**config.mk**
```make
export PLATFORM = sky130hd
export DESIGN_NAME = arb_requester_flat
export DESIGN_NICKNAME = d
export VERILOG_FILES = /design/src/rtl/arb_requester_if.sv /design/src/rtl/arb_requester.sv /design/src/flat_wrapper.sv
export SDC_FILE = /design/constraint.sdc
export NUM_CORES = 1
export LEC_CHECK = 0
export ABC_AREA = 1
export CAP_MARGIN = 10
export CORE_MARGIN = 2
export CORE_UTILIZATION = 35
export DETAILED_ROUTE_END_ITERATION = 7
export GPL_ROUTABILITY_DRIVEN = 0
export PLACE_DENSITY_LB_ADDON = 0.12
export SYNTH_ARGS = -nofsm -noshare
export SYNTH_HDL_FRONTEND = slang
export SYNTH_SLANG_ARGS = --single-unit
```
**constraint.sdc**
```tcl
create_clock -name clk -period 1.2 [get_ports clk]
set_clock_uncertainty 0.05 [all_clocks]
set_input_delay 0.12 -clock clk [delete_from_list [all_inputs] [get_ports clk]]
set_output_delay 0.12 -clock clk [all_outputs]
set_load 0.01 [all_outputs]
```
**src/rtl/arb_requester_if.sv**
```systemverilog
// arb_requester_if: job and arbiter handshake bundle for one requester port.
//   start, len, base_prio : job strobe, owned length, static priority
//   grant                 : arbiter grant for this port
//   req, prio             : request and priority toward the arbiter
//   busy, done, abort     : requester status
// The slave modport is the requester side; the master modport is the job
// source / arbiter side.
interface arb_requester_if #(
  parameter int LEN_W = 4
);
  logic             start;
  logic [LEN_W-1:0] len;
  logic [1:0]       base_prio;
  logic             grant;
  logic             req;
  logic [1:0]       prio;
  logic             busy;
  logic             done;
  logic             abort;

  modport master (
    output start, len, base_prio, grant,
    input  req, prio, busy, done, abort
  );

  modport slave (
    input  start, len, base_prio, grant,
    output req, prio, busy, done, abort
  );
endinterface

```
**src/rtl/arb_requester.sv**
```systemverilog
// arb_requester: upstream requester agent for one port of the two-way arbiter.
// Takes a job (start + len), requests the arbiter, owns the grant for exactly
// len cycles, then drops req for one RELEASE cycle and pulses done (or abort
// if the grant was lost early). All outputs are registered.
//
// Ports:
//   clk  : clock, rising edge
//   rst  : synchronous active-high reset
//   bus  : arb_requester_if.slave (start/len/base_prio/grant in,
//          req/prio/busy/done/abort out)
//
// Optional feature macro: PRIO_AGING_EN -- while waiting in REQ, prio steps up
// by one every AGE_CYCLES cycles, saturating at 3, and keeps the aged value
// through OWN.
//
// state   | meaning
// IDLE    | no job, req=0, accepts start
// REQ     | requesting, waiting for grant
// OWN     | grant held, length counter running
// RELEASE | one cycle with req=0, done/abort pulse
module arb_requester #(
  parameter int LEN_W      = 4,
  parameter int AGE_CYCLES = 4
) (
  input logic            clk,
  input logic            rst,
  arb_requester_if.slave bus
);

  if (AGE_CYCLES < 1) begin : g_bad_age
    $error("AGE_CYCLES must be at least 1");
  end

  typedef enum logic [1:0] {IDLE, REQ, OWN, RELEASE} state_t;

  state_t           state;
  logic [LEN_W-1:0] len_q;
  logic [LEN_W-1:0] len_cnt;

`ifdef PRIO_AGING_EN
  localparam int AGE_W = $clog2(AGE_CYCLES + 1);
  localparam logic [AGE_W-1:0] AGE_LAST = AGE_W'(AGE_CYCLES - 1);
  logic [AGE_W-1:0] wait_cnt;
`endif

  always_ff @(posedge clk) begin
    if (rst) begin
      state     <= IDLE;
      len_q     <= '0;
      len_cnt   <= '0;
      bus.req   <= 1'b0;
      bus.prio  <= 2'd0;
      bus.busy  <= 1'b0;
      bus.done  <= 1'b0;
      bus.abort <= 1'b0;
`ifdef PRIO_AGING_EN
      wait_cnt  <= '0;
`endif
    end else begin
      bus.done  <= 1'b0;
      bus.abort <= 1'b0;
      case (state)
        IDLE: begin
          if (bus.start) begin
            bus.busy <= 1'b1;
            if (bus.len != '0) begin
              state    <= REQ;
              len_q    <= bus.len;
              bus.req  <= 1'b1;
              bus.prio <= bus.base_prio;
`ifdef PRIO_AGING_EN
              wait_cnt <= '0;
`endif
            end else begin
              // empty job: complete without ever requesting
              state    <= RELEASE;
              bus.done <= 1'b1;
            end
          end
        end

        REQ: begin
          if (bus.grant) begin
            state   <= OWN;
            len_cnt <= len_q;
`ifdef PRIO_AGING_EN
            wait_cnt <= '0;
`endif
          end
`ifdef PRIO_AGING_EN
          else if (bus.prio != 2'd3) begin
            // counter only runs while prio can still rise, so it never wraps
            if (wait_cnt == AGE_LAST) begin
              wait_cnt <= '0;
              bus.prio <= bus.prio + 2'd1;
            end else begin
              wait_cnt <= wait_cnt + 1'b1;
            end
          end
`endif
        end

        OWN: begin
          // expiry wins over a simultaneous grant drop
          if (len_cnt == LEN_W'(1)) begin
            state    <= RELEASE;
            bus.req  <= 1'b0;
            bus.prio <= 2'd0;
            bus.done <= 1'b1;
          end else if (!bus.grant) begin
            state     <= RELEASE;
            bus.req   <= 1'b0;
            bus.prio  <= 2'd0;
            bus.abort <= 1'b1;
          end else begin
            len_cnt <= len_cnt - 1'b1;
          end
        end

        RELEASE: begin
          state    <= IDLE;
          bus.busy <= 1'b0;
        end

        default: begin
          state    <= IDLE;
          bus.req  <= 1'b0;
          bus.prio <= 2'd0;
          bus.busy <= 1'b0;
        end
      endcase
    end
  end

endmodule
```
**src/flat_wrapper.sv**
```systemverilog
// flat-port wrapper written by rule: the top's interface ports become plain ports
module arb_requester_flat 
#(
  parameter int LEN_W      = 4,
  parameter int AGE_CYCLES = 4
)
  (clk, rst, bus_start, bus_len, bus_base_prio, bus_grant, bus_req, bus_prio, bus_busy, bus_done, bus_abort);
  arb_requester_if #(.LEN_W(LEN_W)) bus_i ();
  input logic clk;
  input logic rst;
  input wire logic [$bits(bus_i.start)-1:0] bus_start;
  input wire logic [$bits(bus_i.len)-1:0] bus_len;
  input wire logic [$bits(bus_i.base_prio)-1:0] bus_base_prio;
  input wire logic [$bits(bus_i.grant)-1:0] bus_grant;
  output wire logic [$bits(bus_i.req)-1:0] bus_req;
  output wire logic [$bits(bus_i.prio)-1:0] bus_prio;
  output wire logic [$bits(bus_i.busy)-1:0] bus_busy;
  output wire logic [$bits(bus_i.done)-1:0] bus_done;
  output wire logic [$bits(bus_i.abort)-1:0] bus_abort;
  assign bus_i.start = bus_start;
  assign bus_i.len = bus_len;
  assign bus_i.base_prio = bus_base_prio;
  assign bus_i.grant = bus_grant;
  assign bus_req = bus_i.req;
  assign bus_prio = bus_i.prio;
  assign bus_busy = bus_i.busy;
  assign bus_done = bus_i.done;
  assign bus_abort = bus_i.abort;
  arb_requester #(.LEN_W(LEN_W), .AGE_CYCLES(AGE_CYCLES)) u_core (.clk(clk), .rst(rst), .bus(bus_i));
endmodule
```
# ---- After elaboration in Yosys (flattened, before gate mapping)
# Index checks and enable logic that the tools add are counted.
dict set report op_classes {
  shifts 0
  bitwise_logic 1
  eq_ne 10
  n_reduce_logical 11
  div_mod_pow 0
  multipliers 0
  muxes 27
  n_lt_le_gt_ge 0
  addsub 1
}
# op n
set ops {}
lappend ops {{$mux 2} 9}
lappend ops {{$mux 4} 3}
lappend ops {{$mux 1} 9}
lappend ops {{$ne 2x2->1 const B} 4}
lappend ops {{$pmux 2 s4} 1}
lappend ops {{$pmux 4 s2} 1}
lappend ops {{$reduce_and 4->1} 2}
lappend ops {{$pmux 1 s2} 3}
lappend ops {{$reduce_and 3->1} 2}
lappend ops {{$reduce_bool 2->1} 3}
lappend ops {{$eq 2x2->1 const B} 2}
lappend ops {{$eq 4x1->1 const B} 1}
lappend ops {{$pmux 2 s2} 1}
lappend ops {{$reduce_bool 4->1} 1}
lappend ops {{$sub 4x1->4 const B} 1}
lappend ops {{$ne 3x2->1 const B} 1}
lappend ops {{$reduce_or 3->1} 1}
lappend ops {{$eq 2x1->1 const B} 1}
lappend ops {{$logic_not 2->1} 1}
lappend ops {{$ne 2x1->1 const B} 1}
lappend ops {{$reduce_and 2->1} 1}
lappend ops {{$not 1->1} 1}
dict set report word_totals {
  mem_bits_ro 0
  input_bits 10
  word_cells 58
  mem_count 0
  ram_bits 0
  output_inout_bits 6
  reg_bits 16
  latchBits 0
}

# ---- Logic depth before layout (Yosys ltp)
# Gate-level depths: netlist (run 1).
dict set report depth {
  depth_word 4
  depth_mapped 9
  mapped_depth_nobuf 9
}

# ---- Least setup slack after synthesis (run 1)
# No wires, ideal clock.
dict set report synth_path {
  kind {reg-to-reg}
  from {reg u_core.state[0]}
  to {reg u_core.bus.prio[0]}
  n_path_buf 0
  slack_ns -0.149
  synth_period_minus_slack_ns 1.349
  t_arrival_ns 1.165
  stages_incl_launch_ff 9
  path_cell_list {dfxtp_1 > inv_1 > ha_1 > inv_1 > nor2_1 > a21oi_4 > nand2_1 > nand2_1 > a21oi_1}
}
dict set report synth_via {
  elab_chain_cells 3
  word_cells_on_any_way 8
  cone_classes {eq/ne (4); mux (1); reduce/logical (3)}
}
# item line
set synth_lines {}
lappend synth_lines {{from (decl)} arb_requester.sv:36} ;# state_t state;
lappend synth_lines {{from (signal assigned)} arb_requester.sv:48} ;# state <= IDLE;
lappend synth_lines {{from (signal assigned)} arb_requester.sv:67} ;# state <= REQ;
lappend synth_lines {{from (signal assigned)} arb_requester.sv:76} ;# state <= RELEASE;
lappend synth_lines {{$eq 2x2->1 / $logic_not 2->1 (equally long branches)} arb_requester.sv:62} ;# case (state)
lappend synth_lines {{$ne 3x2->1 (no source line), or another cell as far along} -}
lappend synth_lines {{$reduce_and 4->1 (no source line)} -}
lappend synth_lines {{to (signal assigned)} arb_requester.sv:70} ;# bus.prio <= bus.base_prio;
lappend synth_lines {{to (decl)} arb_requester_if.sv:28} ;# output req, prio, busy, done, abort
# Parallel ways exist; a longest one is shown, timed or not.
# A chain may end at the register's enable or synchronous reset.

# ---- Worst setup path after layout (run 1)
dict set report layout_path {
  from {reg u_core.state[0]}
  to {reg u_core.bus.req}
}
dict set report layout_via {
  elab_chain_cells 3
  word_cells_on_any_way 8
  cone_classes {eq/ne (4); mux (1); reduce/logical (3)}
}
# item line
set layout_lines {}
lappend layout_lines {{$eq 2x2->1 / $logic_not 2->1 (equally long branches)} arb_requester.sv:62}
lappend layout_lines {{$ne 3x2->1 (no source line), or another cell as far along} -}
lappend layout_lines {{$reduce_and 4->1 (no source line)} -}
lappend layout_lines {{to (signal assigned)} arb_requester.sv:51} ;# bus.req <= 1'b0;
lappend layout_lines {{to (signal assigned)} arb_requester.sv:69} ;# bus.req <= 1'b1;
lappend layout_lines {{to (signal assigned)} arb_requester.sv:107} ;# bus.req <= 1'b0;
lappend layout_lines {{to (decl)} arb_requester_if.sv:28}
# Parallel ways exist; a longest one is shown, timed or not.

==> results_dict.tcl, run 1 <==
set metrics [dict create \
    p_leak_nw 0.5469 \
    dpl_worst_slack_ns -0.1705 \
    holdPathEnd "u_core.len_q[3]" \
    grt_pass1_vias 752 \
    cts.sink_count 16 \
    power.density_nw_per_um2 2236 \
    track_usage_pct 15.59 \
    synth_area_per_cell_sq_um 7.114 \
    violations "negative setup slack" \
    path_clk_slew_ns 0.09 \
    pin_count 16 \
    die_w_um 53.60 \
    setup_viol 10 \
    synthSimpleGateAreaFrac_pct 29.36 \
    synthXorXnorAreaFrac_pct 1.017 \
    cts_buffer_depth 2 \
    r2r_end "u_core.bus.req" \
    hpwlAfterDp_um 1424 \
    drt-pass1-iter-count 4 \
    wirelength_um 1907 \
    synth_cells 121 \
    min-delay-start "bus_len[3]" \
    grt_max_degree 11 \
    dieArea_sq_um 2872 \
    syn-num-nets 137 \
    antenna_found_initial 0 \
    cp-end-kind "register" \
    r2r_setup_slack_ns -0.14 \
    worst_slew_pin_slew_ns 0.2199 \
    power.switching_mw 1.149 \
    yosysTopAreaCell "dfxtp_1" \
    fin_util_pct 53.88 \
    r2r-start "u_core.state[0]" \
    crit_path_max_incr_delay_ns 0.38 \
    synth_top_family_by_area "simple AND/OR/NAND/NOR gates" \
    timing.fmax_mhz 744.3 \
    synth.area.top_cells "dfxtp_1 37%, nand2_1 14%, ha_1 8.7%" \
    crit_fanout 8 \
    crit_arrival_ns 1.51 \
    synth_area_sq_um 860.8 \
    cts_htree_levels 1 \
    vdd_ir_drop_max_mv 1.425 \
    synth-compound-area-share_pct 15.41 \
    drv_cap 0 \
    rsz0062_at_grt "true" \
    hold_viol_final 0 \
    cts_tree "built" \
    max_slew_margin_pct 85.33 \
    timing.final.crit_share_pct 112.0 \
    critical_path.cell_chain "inv_4 -> ha_4 -> nand2_2 -> inv_2 -> a21oi_4 -> buf_4 -> nand3_2 -> a21oi_1" \
    io_buffers 15 \
    via_per_inst 4.693 \
    grt_overflow 0 \
    setup_slack_ns -0.1436 \
    power.internal_mw 1.592 \
    drc 0 \
    route.detailed.wl_per_inst_um 10.84 \
    cts-root-buf "clkbuf_4" \
    layout_min_cycle_time_ns 1.344 \
    synth_adder_area_share_pct 8.721 \
    crit_buf_inv 3 \
    synth-seq-cells 16 \
    worst_r2r_path_depth 8 \
    cts-buffers-inserted 3 \
    clockPowerShare_pct 9.9 \
    nets 166 \
    seqPwrFrac_pct 30.2 \
    diodes 0 \
    maxSlewViolCount 0 \
    status "complete, but fails checks" \
    design.core.area_sq_um 2276 \
    final_antenna_net_count 0 \
    crit_type "register to register" \
    die_h_um 53.60 \
    cp.required_ns 1.37 \
    swShare_pct 41.92 \
    synth.area.mux_share_pct 0 \
    drt_iter0_drc 16 \
    cts_hold_buf 0 \
    cpMaxStageDelayCell "dfxtp_4" \
    clk_latency_ns 0.28 \
    via_count 826 \
    yosysSeqAreaShare_pct 37.21 \
    whs_path_depth 3 \
    drive_above_1_share_pct 28.38 \
    synth_top_area_share_pct 37.21 \
    cpLargestDelayFamily "flip-flops" \
    hold_path.class "primary input to register" \
    grt_pass1_wl_um 3153 \
    combPwrFrac_pct 59.9 \
    start_kind "register" \
    num_rows 17 \
    yosys_warnings 0 \
    area_growth_pct 42.44 \
    synth_cell_types 19 \
    start_util_pct 37.82 \
]
[per-layer routing]
| layer | part of all wire [%] | routed length, um | GRT usage, % | up-vias |
|---|---|---|---|---|
| met4 | 0.73 | 14 | 5.128 | 0 |
| li1 | - | - | - | 439 |
| met1 | 45 | 858 | 18.12 | 370 |
| met5 | 0 | 0 | 0 | - |
| met2 | 50 | 961 | 26.95 | 15 |
| met3 | 3.8 | 73 | 5.000 | 2 |
[worst register-to-register path, delay by kind of cell (launching register included)]
family,cells,cell delay [ns]
AND/OR/NAND/NOR,2,0.12
adder cells (fa/ha/maj),1,0.19
flip-flops,1,0.38
buffers and inverters,3,0.24
AO/OA/AOI/OAI,2,0.31
[stage by stage]
step,TNS [ns],hold WS [ns],instance area (sq um),total power [mW],instances
after floorplan,-0.4286,0.1423,884.6,1.776,121
after global placement,-1.580,0.3987,1142,2.260,172
after detailed placement,-1.843,0.4019,1142,2.290,172
after CTS,-1.044,0.3536,1189,2.668,175
after global routing,-1.744,0.3719,1226,2.989,176
final,-0.8222,0.3759,1226,2.742,176
[area by class of cell]
cell class	count	area (sq um)
Clock buffer	3	22.52
Fill cell	224	1050
Inverter	15	61.31
Multi-Input combinational cell	88	541.8
Sequential cell	16	327.8
Tap cell	28	35.03
Timing Repair Buffer	26	237.7
[how the worst max path moves through the flow]
stage	from	endpoint	slack (ns)	cells past startpoint
final	u_core.state[0]	u_core.bus.req	-0.14	8
after global routing	u_core.state[0]	u_core.state[0]	-0.23	9
after CTS	u_core.state[0]	u_core.len_cnt[3]	-0.14	8
after detailed placement	bus_grant	u_core.len_cnt[1]	-0.17	6
after global placement	bus_grant	u_core.len_cnt[1]	-0.15	6
after floorplan	u_core.state[0]	u_core.len_cnt[3]	-0.06	9
[what timing repair did]
| item | in CTS | in global routing |
|---|---|---|
| resized for setup | 18 | 10 |
| pin swaps | 8 | 5 |
| buffers inserted | 0 | 1 |
| endpoints found under the setup margin | 21 | 15 |
[cells in the final DEF (no fill, tap or decap), drive strengths merged, types with 3 or more instances in the layout]
cell and instances:
a21oi 13, nand2 34, clkbuf 3, nand3 9
ha 6, nor2 15, inv 15, dlygate4sd2 6
o21ai 7, clkdlybuf4s50 9, dfxtp 16, buf 11
[sequential cells by signal, indices dropped and copies added (netlist names)]
register / count
u_core.len_q: 4
u_core.bus.req: 1
u_core.bus.busy: 1
u_core.bus.abort: 1
u_core.bus.done: 1
u_core.len_cnt: 4
u_core.bus.prio: 2
u_core.state: 2
[power groups by stage]
stage	logic (mW)	clock network, mW	registers [mW]
floorplan	0.952	0	0.823
global placement	1.45	0	0.809
detailed placement	1.48	0	0.813
CTS	1.54	0.295	0.830
global route	1.83	0.309	0.852
finish	1.64	0.272	0.827
[cells by family (layout without fill, tap and decap cells)]
group	count (synthesis)	after routing
AO/OA/AOI/OAI	22	22
XOR/XNOR	1	1
adder cells (fa/ha/maj)	6	6
buffers and inverters	17	44
flip-flops	16	16
AND/OR/NAND/NOR	59	59
[cells in the mapped netlist]
cell type   n
o211a_1     1
xnor2_1     1
nand4_1     1
nand2_2     3
a21oi_4     1
buf_6       1
ha_1        6
nor2_1     13
nor2_4      1
nor2_2      1
a21oi_2     1
inv_1      15
o21ai_0     7
dfxtp_1    16
o21a_1      1
nand2_1    31
clkbuf_1    1
a21oi_1    11
nand3_1     9
(Power assumes the default switching activity.)
==> run 2: changes to the inputs <==
--- a/config.mk
+++ b/config.mk
@@ -8,7 +8,8 @@
 export ABC_AREA = 1
 export CAP_MARGIN = 10
 export CORE_MARGIN = 2
-export CORE_UTILIZATION = 35
+export CORE_UTILIZATION = 45
+export CTS_CLUSTER_DIAMETER = 30
 export DETAILED_ROUTE_END_ITERATION = 7
 export GPL_ROUTABILITY_DRIVEN = 0
 export PLACE_DENSITY_LB_ADDON = 0.12
==> results_dict.tcl, run 2 (synthesis gave the netlist of run 1 again) <==
set metrics [dict create \
    status "complete, but fails checks" \
    violations "negative setup slack" \
    drv_cap 0 \
    worst_slew_pin_slew_ns 0.2291 \
    cp.required_ns 1.34 \
    grt_overflow 0 \
    grt_pass1_wl_um 2960 \
    top_regs "u_core.len_cnt (4), u_core.len_q (4)" \
    area_growth_pct 52.76 \
    timing.final.crit_share_pct 112.3 \
    p_leak_nw 0.5798 \
    crit_fanout 6 \
    fin_util_pct 74.54 \
    setup_slack_ns -0.1478 \
    power.density_nw_per_um2 2283 \
    track_usage_pct 18.64 \
    io_buffers 15 \
    drive_above_1_share_pct 36.13 \
    maxSlewViolCount 0 \
    num-fill-cells 161 \
    regArea_sq_um 327.8 \
    crit_type "register to register" \
    vdd_ir_drop_max_mv 1.606 \
    grt_pass1_vias 722 \
    whs_ns 0.3727 \
    power_mw 3.002 \
    layout_min_cycle_time_ns 1.348 \
    cts.sink_count 16 \
    max_slew_margin_pct 84.69 \
    final_common_cell "nand2_1" \
    drc 0 \
    grt_max_degree 11 \
    rsz0062_at_grt "true" \
    die_h_um 47.74 \
    instances_no_fill 180 \
    antenna_found_initial 0 \
    final_cell_mix "23 x nand2_1, 16 x buf_4, 14 x dfxtp_1" \
    dieArea_sq_um 2279 \
    via_per_inst 4.928 \
    die_w_um 47.74 \
    crit_arrival_ns 1.49 \
    path_clk_slew_ns 0.09 \
    final_antenna_net_count 0 \
    design.core.area_sq_um 1764 \
    cts_htree_levels 1 \
    drt_iter0_drc 11 \
    hold_path.class "primary input to register" \
    wirelength_um 1953 \
    route.detailed.wl_per_inst_um 10.85 \
    dpl.cell_count 171 \
    via_count 887 \
    start_util_pct 48.79 \
    cts_hold_buf 0 \
    pin_count 16 \
    cts_tree "built" \
    cp-end-kind "register" \
    cts-buffers-inserted 3 \
    hold_viol_final 0 \
    num_rows 15 \
    drt-pass1-iter-count 4 \
    setup_viol 9 \
    start_kind "register" \
    cts-root-buf "clkbuf_4" \
    nets 173 \
    multi_input_area_sq_um 570.5 \
    timing.fmax_mhz 742.0 \
    diodes 0 \
    cts_buffer_depth 2 \
    hpwlAfterDp_um 1412 \
    clk_latency_ns 0.28 \
]
## run 2: stage by stage
step / setup slack, ns / setup TNS (ns) / cell area [sq um]
after floorplan: -0.05590 / -0.4286 / 884.6
after global placement: -0.1412 / -1.331 / 1154
after detailed placement: -0.1888 / -1.678 / 1154
after CTS: -0.1315 / -0.9598 / 1236
after global routing: -0.2276 / -1.596 / 1315
final: -0.1478 / -0.8445 / 1315
## run 2: critical path, stage by stage (launching register included)
cell and delay (ns):
dfxtp_4 0.38, inv_4 0.05, ha_4 0.17, nand2_2 0.06, inv_2 0.05, a21oi_4 0.22
nand2_2 0.11, nor2_1 0.13, nor2_1 0.04
## run 2: path summary, 6_finish.rpt
path	start	endpoint	slack, ns	cells past startpoint
worst max-delay path	u_core.state[0]	u_core.state[1]	-0.15	8
worst min-delay path	bus_len[1]	u_core.len_q[1]	0.37	3
worst max register to register	u_core.state[0]	u_core.state[1]	-0.15	8
worst min register to register	u_core.bus.prio[0]	u_core.bus.prio[0]	0.42	2
## run 2: layout make-up
cell class,count,area share (%)
well taps,25,2.379
inverters,15,5.233
repair buffers,33,22.36
clock buffers,3,1.713
multi-input cells,88,43.39
flip-flops and latches,16,24.93
## run 2: where the power goes
| group | internal, mW | switching, mW | leakage, nW |
|---|---|---|---|
| clock network | 0.116 | 0.162 | 0.0138 |
| logic | 0.917 | 0.974 | 0.434 |
| registers | 0.705 | 0.127 | 0.132 |
## run 2: routing by layer
metal | global-route usage (%) | wire length, um
met1 | 24.94 | 911
met2 | 30.13 | 928
met3 | 3.396 | 89
met4 | 6.486 | 24
met5 | 0 | 0
## run 2: what timing repair did
action	in CTS	in global routing
endpoints found under the setup margin	21	14
setup buffers	5	2
resized for setup	18	23
pin swaps	12	13
